**src/rtl/param_updown_mod_counter_pkg.sv**
```systemverilog
// Shared encodings and parameter legality helper for param_updown_mod_counter.
package param_updown_mod_counter_pkg;

   // Direction encodings for the Up input.
   localparam logic DIR_UP   = 1'b1;
   localparam logic DIR_DOWN = 1'b0;

   // True when WIDTH/MODULUS/RESET_VALUE describe a realisable counter.
   function automatic bit params_legal(input int unsigned width,
                                       input int unsigned modulus,
                                       input int unsigned reset_value);
      longint unsigned span;
      span = longint'(64'd1) << width;
      return (width >= 1) && (modulus >= 2) &&
             (longint'(modulus) <= span) && (reset_value < modulus);
   endfunction

endpackage

```
**src/rtl/param_updown_mod_counter_dff.sv**
```systemverilog
// Single-bit D flip-flop, rising edge, synchronous active-high reset to RST_VAL.
module dFlipFlopPosClkSynRstHigh #(
   parameter logic RST_VAL = 1'b0
) (
   input  logic clk_i,
   input  logic rst_i,
   input  logic d_i,
   output logic q_o
);

   logic q_q;

   // Storage bit; reset is sampled on the clock edge.
   always_ff @(posedge clk_i) begin
      if (rst_i) q_q <= RST_VAL;
      else       q_q <= d_i;
   end

   assign q_o = q_q;

endmodule

```
**src/rtl/param_updown_mod_counter.sv**
```systemverilog
// Synchronous up/down modulo counter with load, terminal count, wrap pulse and
// optional saturation. Next-state logic lives here; storage is per-bit flops.
module param_updown_mod_counter
   import param_updown_mod_counter_pkg::*;
#(
   parameter int unsigned WIDTH       = 4,
   parameter int unsigned MODULUS     = 16,
   parameter int unsigned RESET_VALUE = 0,
   parameter int unsigned SATURATE    = 0
) (
   input  logic             Clk,
   input  logic             Clr,
   input  logic             En,
   input  logic             Up,
   input  logic             Load,
   input  logic [WIDTH-1:0] LoadVal,
   output logic [WIDTH-1:0] count,
   output logic             Tc,
   output logic             Wrap
);

   localparam int unsigned CW = WIDTH + 1;
   localparam logic [WIDTH:0] MAX_EXT = CW'(MODULUS - 1);

   // Reject illegal parameter combinations at elaboration.
   if (!params_legal(WIDTH, MODULUS, RESET_VALUE)) begin : g_bad_params
      $error("param_updown_mod_counter: illegal WIDTH/MODULUS/RESET_VALUE");
   end

   logic [WIDTH-1:0] count_q, count_d;
   logic             wrap_q, wrap_d;
   logic [WIDTH:0]   count_ext, load_ext;
   logic             at_max, at_zero;

   // Range-end detection in WIDTH+1 bits so MODULUS = 2^WIDTH compares cleanly.
   always_comb begin
      count_ext = {1'b0, count_q};
      load_ext  = {1'b0, LoadVal};
      at_max    = (count_ext == MAX_EXT);
      at_zero   = (count_ext == '0);
   end

   // Next count and wrap; Clr priority is applied by the flops' sync reset.
   always_comb begin
      count_d = count_q;
      wrap_d  = 1'b0;
      if (Load) begin
         count_d = (load_ext <= MAX_EXT) ? LoadVal : WIDTH'(MAX_EXT);
      end else if (En) begin
         if (Up == DIR_UP) begin
            if (at_max) begin
               if (SATURATE == 0) begin
                  count_d = '0;
                  wrap_d  = 1'b1;
               end
            end else begin
               count_d = WIDTH'(count_ext + CW'(1));
            end
         end else begin
            if (at_zero) begin
               if (SATURATE == 0) begin
                  count_d = WIDTH'(MAX_EXT);
                  wrap_d  = 1'b1;
               end
            end else begin
               count_d = WIDTH'(count_ext - CW'(1));
            end
         end
      end
   end

   // Count register, one flop per bit with its own reset value.
   for (genvar i = 0; i < int'(WIDTH); i++) begin : g_count_ff
      dFlipFlopPosClkSynRstHigh #(
         .RST_VAL(1'((RESET_VALUE >> i) & 1))
      ) u_ff (
         .clk_i(Clk),
         .rst_i(Clr),
         .d_i  (count_d[i]),
         .q_o  (count_q[i])
      );
   end

   // Wrap pulse register.
   dFlipFlopPosClkSynRstHigh #(
      .RST_VAL(1'b0)
   ) u_wrap_ff (
      .clk_i(Clk),
      .rst_i(Clr),
      .d_i  (wrap_d),
      .q_o  (wrap_q)
   );

   assign count = count_q;
   assign Wrap  = wrap_q;
   assign Tc    = En & (((Up == DIR_UP) & at_max) | ((Up == DIR_DOWN) & at_zero));

endmodule

```
**config.mk**
```make
export PLATFORM = sky130hd
export DESIGN_NAME = param_updown_mod_counter
export DESIGN_NICKNAME = d
export VERILOG_FILES = /design/src/rtl/param_updown_mod_counter_pkg.sv /design/src/rtl/param_updown_mod_counter_dff.sv /design/src/rtl/param_updown_mod_counter.sv
export SDC_FILE = /design/constraint.sdc
export NUM_CORES = 1
export LEC_CHECK = 0
export CORE_AREA = 2 2 39 41
export CTS_BUF_LIST = sky130_fd_sc_hd__clkbuf_16
export DETAILED_ROUTE_END_ITERATION = 12
export DIE_AREA = 0 0 41 43
export PLACE_DENSITY_LB_ADDON = 0.12
export SETUP_SLACK_MARGIN = 0.02
export SLEW_MARGIN = 20
export SYNTH_ARGS = -nofsm -noshare
export SYNTH_HDL_FRONTEND = slang
export SYNTH_SLANG_ARGS = --single-unit
```
**constraint.sdc**
```tcl
create_clock -name Clk -period 1.85 [get_ports Clk]
set_input_delay 0.37 -clock Clk [delete_from_list [all_inputs] [get_ports Clk]]
set_output_delay 0.37 -clock Clk [all_outputs]
set_load 0.02 [all_outputs]
```
# After elaboration in Yosys (flattened, before gate mapping)
# Index checks and enable logic that the tools add are counted.
classes:
  n_addsub: 2
  n_lt_le_gt_ge: 1
  n_eq_ne: 1
  muxes: 9
  n_bitwise: 6
  n_reduce_logical: 3
ops:
  columns: ["operator", "n"]
  rows:
  - ["4-bit 2-to-1 mux", 6]
  - ["4-bit by 1-bit adder with 4-bit output, second input constant", 1]
  - ["4-bit == test, second input constant", 1]
  - ["4-bit <= comparator, second input constant", 1]
  - ["4-bit logical NOT", 1]
  - ["4-bit by 1-bit subtractor with 4-bit output, second input constant", 1]
  - ["1-bit bitwise AND", 3]
  - ["1-bit 2-to-1 mux", 3]
  - ["3-bit OR reduction", 1]
  - ["1-bit NOT", 2]
  - ["2-bit nonzero test", 1]
  - ["1-bit bitwise OR", 1]
word_totals:
  regBits: 5
  output_inout_bits: 6
  word_cells: 27

# Longest topological paths before layout
# Gate-level depths: netlist (run 1).
depth:
  depth_word: 5
  depth_mapped: 6
  depth_no_buf: 6

# Modules after synthesis
# From an unflattened synthesis (run 1), not the netlist that was laid out.
hier_totals:
  cells_unflattened: 45
  hier_area_um2: 401.6
modules_own_cells:
  columns: ["module", "instances", "cells_per_inst", "area_each_um2", "seq_area_each_um2"]
  rows:
  - ["param_updown_mod_counter", 1, 35, 232.7, 0.0]
  - ["dFlipFlopPosClkSynRstHigh", 5, 2, 33.8, 20.0]

# Worst setup path before layout (run 1)
# No wires, ideal clock.
synth_timing:
  path_kind: "register to output"
  start: "register g_count_ff[0].u_ff.q_q"
  end: "output Tc"
  arrival_time_ns: 1.170
  t_required_ns: 1.480
  setup_slack_ns: 0.310
  stages_incl_launch_ff: 7
  path_buffers: 0
  cell_sequence: "dfxtp_1 > inv_1 > ha_1 > nand2b_1 > nor3_1 > a41oi_1 > nor2b_1"
synth_between:
  elab_chain_len: 4
  word_cells_on_any_way: 6
  cone_classes: "eq/ne: 1; bitwise: 4; reduce/logical: 1"
synth_lines:
  columns: ["item", "line_no", "rtl"]
  rows:
  - ["start: declaration", "param_updown_mod_counter_dff.sv:11", "logic q_q;"]
  - ["start signal: assignment", "param_updown_mod_counter_dff.sv:16", "else q_q <= d_i;"]
  - ["4-bit == test / 4-bit logical NOT (equally long branches)", "param_updown_mod_counter.sv:39, param_updown_mod_counter.sv:40", null]
  - ["1-bit bitwise AND", "param_updown_mod_counter.sv:96", "assign Tc = En & (((Up == DIR_UP) & at_max) | ((Up == DIR_DOWN) & at_zero));"]
  - ["1-bit bitwise OR (*)", "param_updown_mod_counter.sv:96", null]
  - ["1-bit bitwise AND (*)", "param_updown_mod_counter.sv:96", null]
  - ["end: declaration", "param_updown_mod_counter.sv:18", "output logic Tc,"]
# Mark *: on every way between the ends. The rest lies on a longest branch, timed or not.

# Final worst setup path (run 1)
layout_timing:
  start: "register g_count_ff[2].u_ff.q_q"
  end: "output count[2]"
layout_rtl:
  columns: ["item", "line_no", "rtl"]
  rows:
  - ["start: declaration", "param_updown_mod_counter_dff.sv:11", null]
  - ["start signal: assignment", "param_updown_mod_counter_dff.sv:16", null]
  - ["end: declaration", "param_updown_mod_counter.sv:17", "output logic [WIDTH-1:0] count,"]
# No word-level cell between the ends.

==> impl_results.md, run 1 <==
* Least-Margin Pin Slew at 0.321 ns
* Number of global-route vias before repair at 364
* FILL cells at 147
* Initial antenna violation count at 0
* CTS Buffer Depth at 2
* Worst hold path class: reg2reg
* Rows at 14
* Post-Route WL at 925 um
* Final period util at 96.4%
* Sum Neg Setup Slack at 0 ns
* Final Net Count at 84
* Clk_lat worst skew at 0.23 ns
* TritonCTS clock tree: yes
* Commonest non-fill, non-tap cell in the layout: buf_4
* DR iter-0 viols at 1
* Crit path launch: g_count_ff[2].u_ff.q_o$_SDFFE_PP0P_
* Synth-to-layout area growth at 85.9%
* RSZ-0062 raised after global routing: no
* Worst-path fanout max at 6
* Largest net degree at the start of global routing at 11
* Sequential area share after synthesis at 26.1%
* Port bufs at 14
* Outcome: finished clean
* Static leakage at 0.307 nW
* Most frequent cells in the layout: buf_4 (14), clkdlybuf4s50_1 (12), a21oi_1 (4), dfxtp_1 (4)
* Die H at 43 um
* I/O pin total at 15
* Yosys Warn Count at 0
* Skew final at 0.00104 ns
* Worst path arrival time at 1.41 ns
* Aggregate global routing overflow at 0
* Routability congestion estimate at 0.675
* Tot GR Track Use at 12.7%
* Fmax at 0.561 GHz
* Yosys reg bits at 5
* Setup crit end: count[2]
* Total CTS buffers at 3
* Footprint of the multi-input gates at 267 um2
* TritonRoute pass-1 iters at 2
* Mapped Cells at 47
* Worst VDD drop at 0.575 mV
* Max-cap violations at 0
* Clock Pin Slew Worst Setup and Hold Paths at 0.03 ns
* Final Hold Viols at 0
* Worst setup EP type: output port
* Final HPWL DP at 685 um
* Number of hold buffers added after CTS at 0
* Count of final setup violators at 0
* Final worst path period need at 1.78 ns
* Drt wl/cell at 10.5 um
* Core Area at 1380 um2
* Power per cell area at 876 nW/um2
* Distinct cells, synth at 25
* Die Width at 41 um
* Setup Crit Path Kind: reg2out
* Initial Utilization at 27.7%
* Diodes inserted at 0
* Vias per inst at 4.60
* Die footprint at 1760 um2
* Via count at 405
* Max Slew Vio Count at 0
* R2r setup slk at 0.31 ns
* Root Driver: clkbuf_16
* Reg-to-reg startpoint: g_count_ff[3].u_ff.q_o$_SDFFE_PP0P_
* Synthesized netlist net count at 58
* DRC at 0
* Reg-to-reg endpoint: g_count_ff[3].u_ff.q_o$_SDFFE_PP0P_
* H-tree depth at 1
* Worst slew margin at 78.6%
* R2R depth at 5
* Mean post-synth cell area at 8.15 um2
* Global-route wire length before repair at 1500 um
* Share of cells above drive strength 1 at 33.3%
* Sinks on Clock Net at 5
* Worst EP required at 1.48 ns
* Critical Path Start Type: register
* Cell area after synthesis at 383 um2
* Register area at 101 um2
* Routed Antenna Nets at 0
* Final Hold Slack at 0.686 ns
==> cell families after synthesis <==
family | share of synthesized area, %
adder cells (fa/ha/maj) | 6.53
XOR/XNOR | 6.86
buffers and inverters | 12.7
multiplexers | 2.61
AND/OR/NAND/NOR | 21.2
flip-flops | 26.1
AO/OA/AOI/OAI | 23.9
==> final cells by class <==
cell class | instances | area share [%]
flip-flops and latches | 5 | 14.2
inverters | 3 | 1.58
multi-input cells | 33 | 37.4
clock buffers | 3 | 10.5
clock inverters | 1 | 0.527
repair buffers | 27 | 32.9
well taps | 16 | 2.81
==> timing repair <==
item,in CTS,in global routing
buffers inserted,1,0
hold endpoints to repair,0,0
gates resized for setup,8,5
setup endpoints to repair,1,1
==> through the flow <==
step | cells | cell area [um2] | power (mW) | setup slack, ns | util (%)
floorplan | 47 | 383 | 0.197 | 0.310 | -
global placement | 83 | 596 | 0.261 | -0.437 | 43.0
detailed placement | 83 | 596 | 0.260 | -0.431 | 43.0
CTS | 88 | 687 | 0.620 | 0.0224 | 49.6
global route | 88 | 712 | 0.652 | 0.0356 | 51.4
finish | 88 | 712 | 0.623 | 0.0659 | 51.4
==> critical path, stage by stage (launching register included) <==
cell             delay (ns)
dfxtp_1                0.44
buf_4                  0.16
clkdlybuf4s50_1        0.59
==> where the power goes <==
part | internal, mW | switching [mW] | leakage (nW) | total [mW]
clock | 0.280 | 0.0693 | 0.0423 | 0.349
combinational | 0.0886 | 0.0597 | 0.223 | 0.148
sequential | 0.116 | 0.00960 | 0.0416 | 0.126
total | 0.485 | 0.139 | 0.307 | 0.623
==> synthesized netlist by cell type (all sizes together) <==
cell type / number / area share, %
nand2b: 2 / 3.3
nor3b: 1 / 2.0
mux2i: 1 / 2.6
a41oi: 1 / 2.3
nor2: 3 / 2.9
nand2: 2 / 2.0
o21ai: 1 / 1.3
a21oi: 4 / 5.2
buf: 4 / 7.8
inv: 3 / 2.9
xnor2: 2 / 4.6
o31ai: 1 / 2.0
nor2b: 3 / 4.9
nor3: 1 / 1.3
dfxtp: 5 / 26
or4b: 1 / 2.6
ha: 2 / 6.5
o311a: 1 / 2.6
o221ai: 1 / 2.3
o21a: 1 / 2.0
clkbuf: 2 / 2.0
xor2: 1 / 2.3
nor4b: 1 / 2.3
a21o: 1 / 2.3
a21boi: 2 / 3.9
==> worst min path at each step <==
stage / startpoint / slack, ns / cells past startpoint / to
6_report: g_count_ff[1].u_ff.q_o$_SDFFE_PP0P_ / 0.69 / 3 / g_count_ff[1].u_ff.q_o$_SDFFE_PP0P_
5_1_grt: g_count_ff[1].u_ff.q_o$_SDFFE_PP0P_ / 0.77 / 3 / g_count_ff[1].u_ff.q_o$_SDFFE_PP0P_
4_1_cts: g_count_ff[1].u_ff.q_o$_SDFFE_PP0P_ / 0.69 / 3 / g_count_ff[1].u_ff.q_o$_SDFFE_PP0P_
3_5_place_dp: g_count_ff[1].u_ff.q_o$_SDFFE_PP0P_ / 0.67 / 3 / g_count_ff[1].u_ff.q_o$_SDFFE_PP0P_
3_3_place_gp: g_count_ff[1].u_ff.q_o$_SDFFE_PP0P_ / 0.69 / 3 / g_count_ff[1].u_ff.q_o$_SDFFE_PP0P_
2_1_floorplan: Clr / 0.44 / 1 / g_count_ff[3].u_ff.q_o$_SDFFE_PP0P_
==> state kept, by name (all words and copies together) (netlist names) <==
name,flops
u_wrap_ff.q_o,1
g_count_ff.u_ff.q_o,4
==> layer usage <==
metal	vias to the layer above	global-route usage, %	wire length (um)
met5	-	0	0
met4	0	6.00	14
met3	2	4.71	41
met2	10	17.2	470
met1	183	17.2	397
li1	210	-	-
(Power assumes the default switching activity.)
==> run 2: changes to the inputs <==
Settings changed: SETUP_SLACK_MARGIN 0.02 to unset.
Clock period 1.85 ns to 2.2 ns, I/O delays scaled along.
==> impl_results.md, run 2 (synthesis results as in run 1) <==
* Outcome: finished clean (unchanged)
* Least-Margin Pin Slew at 0.342 ns (was 0.321 ns)
* TritonCTS clock tree: yes (unchanged)
* RSZ-0062 raised after global routing: no (unchanged)
* Number of hold buffers added after CTS at 0 (unchanged)
* Final Net Count at 77 (was 84)
* Vias per inst at 4.68 (was 4.60)
* TritonRoute pass-1 iters at 2 (unchanged)
* M1 WL at 394 um (was 397 um)
* Final Hold Viols at 0 (unchanged)
* Fmax at 0.490 GHz
* Final HPWL DP at 658 um (was 685 um)
* Clk_lat worst skew at 0.23 ns (about the same)
* Final worst path period need at 2.04 ns
* Post-Route WL at 891 um (was 925 um)
* Max-cap violations at 0 (unchanged)
* Critical path, cell by cell: clkdlybuf4s50_1 > nand2b_1 > nor3_1 > a41oi_1 > nor2b_1 > clkbuf_2 (was buf_4 > clkdlybuf4s50_1)
* Post-CTS setup buffer count at 0 (was 1)
* Root Driver: clkbuf_16 (unchanged)
* Drt wl/cell at 11.0 um (was 10.5 um)
* Die H at 43 um (unchanged)
* Critical Path Start Type: input pin (was register)
* Worst setup EP type: output port (unchanged)
* H-tree depth at 1 (unchanged)
* Share of cells above drive strength 1 at 16.9% (was 33.3%)
* CTS Buffer Depth at 2 (unchanged)
* Met2 wire length at 460 um (was 470 um)
* Worst VDD drop at 0.506 mV (was 0.575 mV)
* Commonest non-fill, non-tap cell in the layout: clkdlybuf4s50_1 (was buf_4)
* Worst hold path class: reg2reg (unchanged)
* DRC at 0 (unchanged)
* Worst-path fanout max at 3 (was 6)
* Skew final at 0.00211 ns (was 0.00104 ns)
* Slowest-stage cell, CP: clkdlybuf4s50_1 (unchanged)
* Routed Antenna Nets at 0 (unchanged)
* Initial Utilization at 27.7% (unchanged)
* Register area at 100 um2 (was 101 um2)
* I/O pin total at 15 (unchanged)
* Static leakage at 0.261 nW (was 0.307 nW)
* Routability congestion estimate at 0.707 (was 0.675)
* Clock Pin Slew Worst Setup and Hold Paths at 0.03 ns (about the same)
* Initial antenna violation count at 0 (unchanged)
* Via count at 379 (was 405)
* Total CTS buffers at 3 (unchanged)
* Core Area at 1380 um2 (unchanged)
* Sinks on Clock Net at 5 (unchanged)
* Dpl cells at 77 (was 83)
* Largest net degree at the start of global routing at 11 (unchanged)
* Most frequent cells in the layout: clkdlybuf4s50_1 (13), buf_4 (6), dfxtp_1 (5) (was buf_4 (14), clkdlybuf4s50_1 (12), a21oi_1 (4), dfxtp_1 (4))
* Power per cell area at 797 nW/um2 (was 876 nW/um2)
* Crit path largest cell delay at 0.51 ns (was 0.59 ns)
* Tot GR Track Use at 12.4% (was 12.7%)
* Synth-to-layout area growth at 63.1% (was 85.9%)
* Metal3 WL at 35 um (was 41 um)
* DR iter-0 viols at 3 (was 1)
* Final Non-Filler Cells at 81 (was 88)
* Number of global-route vias before repair at 346 (was 364)
* Global-route wire length before repair at 1460 um (was 1500 um)
* Setup Crit Path Kind: in2out (was reg2out)
* Final Hold Slack at 0.682 ns (was 0.686 ns)
* Footprint of the multi-input gates at 234 um2 (was 267 um2)
* Final period util at 92.7%
* Max Slew Vio Count at 0 (unchanged)
* Die Width at 41 um (unchanged)
* CTS resizes at 1 (was 8)
* Rows at 14 (unchanged)
* Count of final setup violators at 0 (unchanged)
* Worst path arrival time at 1.60 ns (was 1.41 ns)
* Port bufs at 14 (unchanged)
* Worst slew margin at 77.1% (was 78.6%)
* Top Layer Used: met3 (was met4)
* FILL cells at 147 (unchanged)
* Worst EP required at 1.76 ns (was 1.48 ns)
* Die footprint at 1760 um2 (unchanged)
* Max FFs per register at 4 (unchanged)
* Diodes inserted at 0 (unchanged)
* Aggregate global routing overflow at 0 (unchanged)
[run 2: final timing paths]
| kind | start | end | slack, ns | cells after the start |
|---|---|---|---|---|
| max | Up | Tc | 0.16 | 6 |
| min | g_count_ff[2].u_ff.q_o$_SDFFE_PP0P_ | g_count_ff[2].u_ff.q_o$_SDFFE_PP0P_ | 0.68 | 2 |
| max reg2reg | g_count_ff[0].u_ff.q_o$_SDFFE_PP0P_ | g_count_ff[3].u_ff.q_o$_SDFFE_PP0P_ | 0.63 | 5 |
| min reg2reg | g_count_ff[2].u_ff.q_o$_SDFFE_PP0P_ | g_count_ff[2].u_ff.q_o$_SDFFE_PP0P_ | 0.68 | 2 |
[run 2: where the power goes]
| group | internal (mW) | switching, mW | leakage [nW] |
|---|---|---|---|
| combinational | 0.0559 | 0.0419 | 0.177 |
| sequential | 0.0976 | 0.00892 | 0.0413 |
| clock | 0.235 | 0.0579 | 0.0423 |
| total | 0.389 | 0.109 | 0.261 |
[run 2: routing by layer]
layer,GRT usage [%],vias up
met3,3.14,0
met1,15.5,172
met5,0,-
li1,-,198
met4,6.00,0
met2,18.8,9
[run 2: worst max-delay path, delay by kind of cell]
family	cells	cell delay (ns)
AO/OA/AOI/OAI	1	0.23
buffers and inverters	2	0.67
AND/OR/NAND/NOR	3	0.26
[run 2: cell type report]
type / count / share of cell area (%)
Multi-Input combinational cell: 33 / 37.5
Sequential cell: 5 / 16.0
Inverter: 3 / 1.80
Clock inverter: 1 / 0.601
Timing Repair Buffer: 20 / 28.9
Tap cell: 16 / 3.21
Clock buffer: 3 / 12.0
[run 2: stage by stage]
step                cell area, um2  setup slack [ns]  setup TNS (ns)  utilization (%)  total power [mW]
global placement               551            -0.252          -0.252             39.8             0.207
global route                   624            0.0557               0             45.1             0.523
finish                         624             0.161               0             45.1             0.497
CTS                            628           0.00273               0             45.4             0.504
floorplan                      383             0.590               0                -             0.165
detailed placement             551            -0.255          -0.255             39.8             0.207
==> run 3: changes to the inputs <==
Settings changed: SLEW_MARGIN 20 to 10.
==> results of run 3 <==
Same layout as run 2: the final DEF is identical, and so are final timing and power.
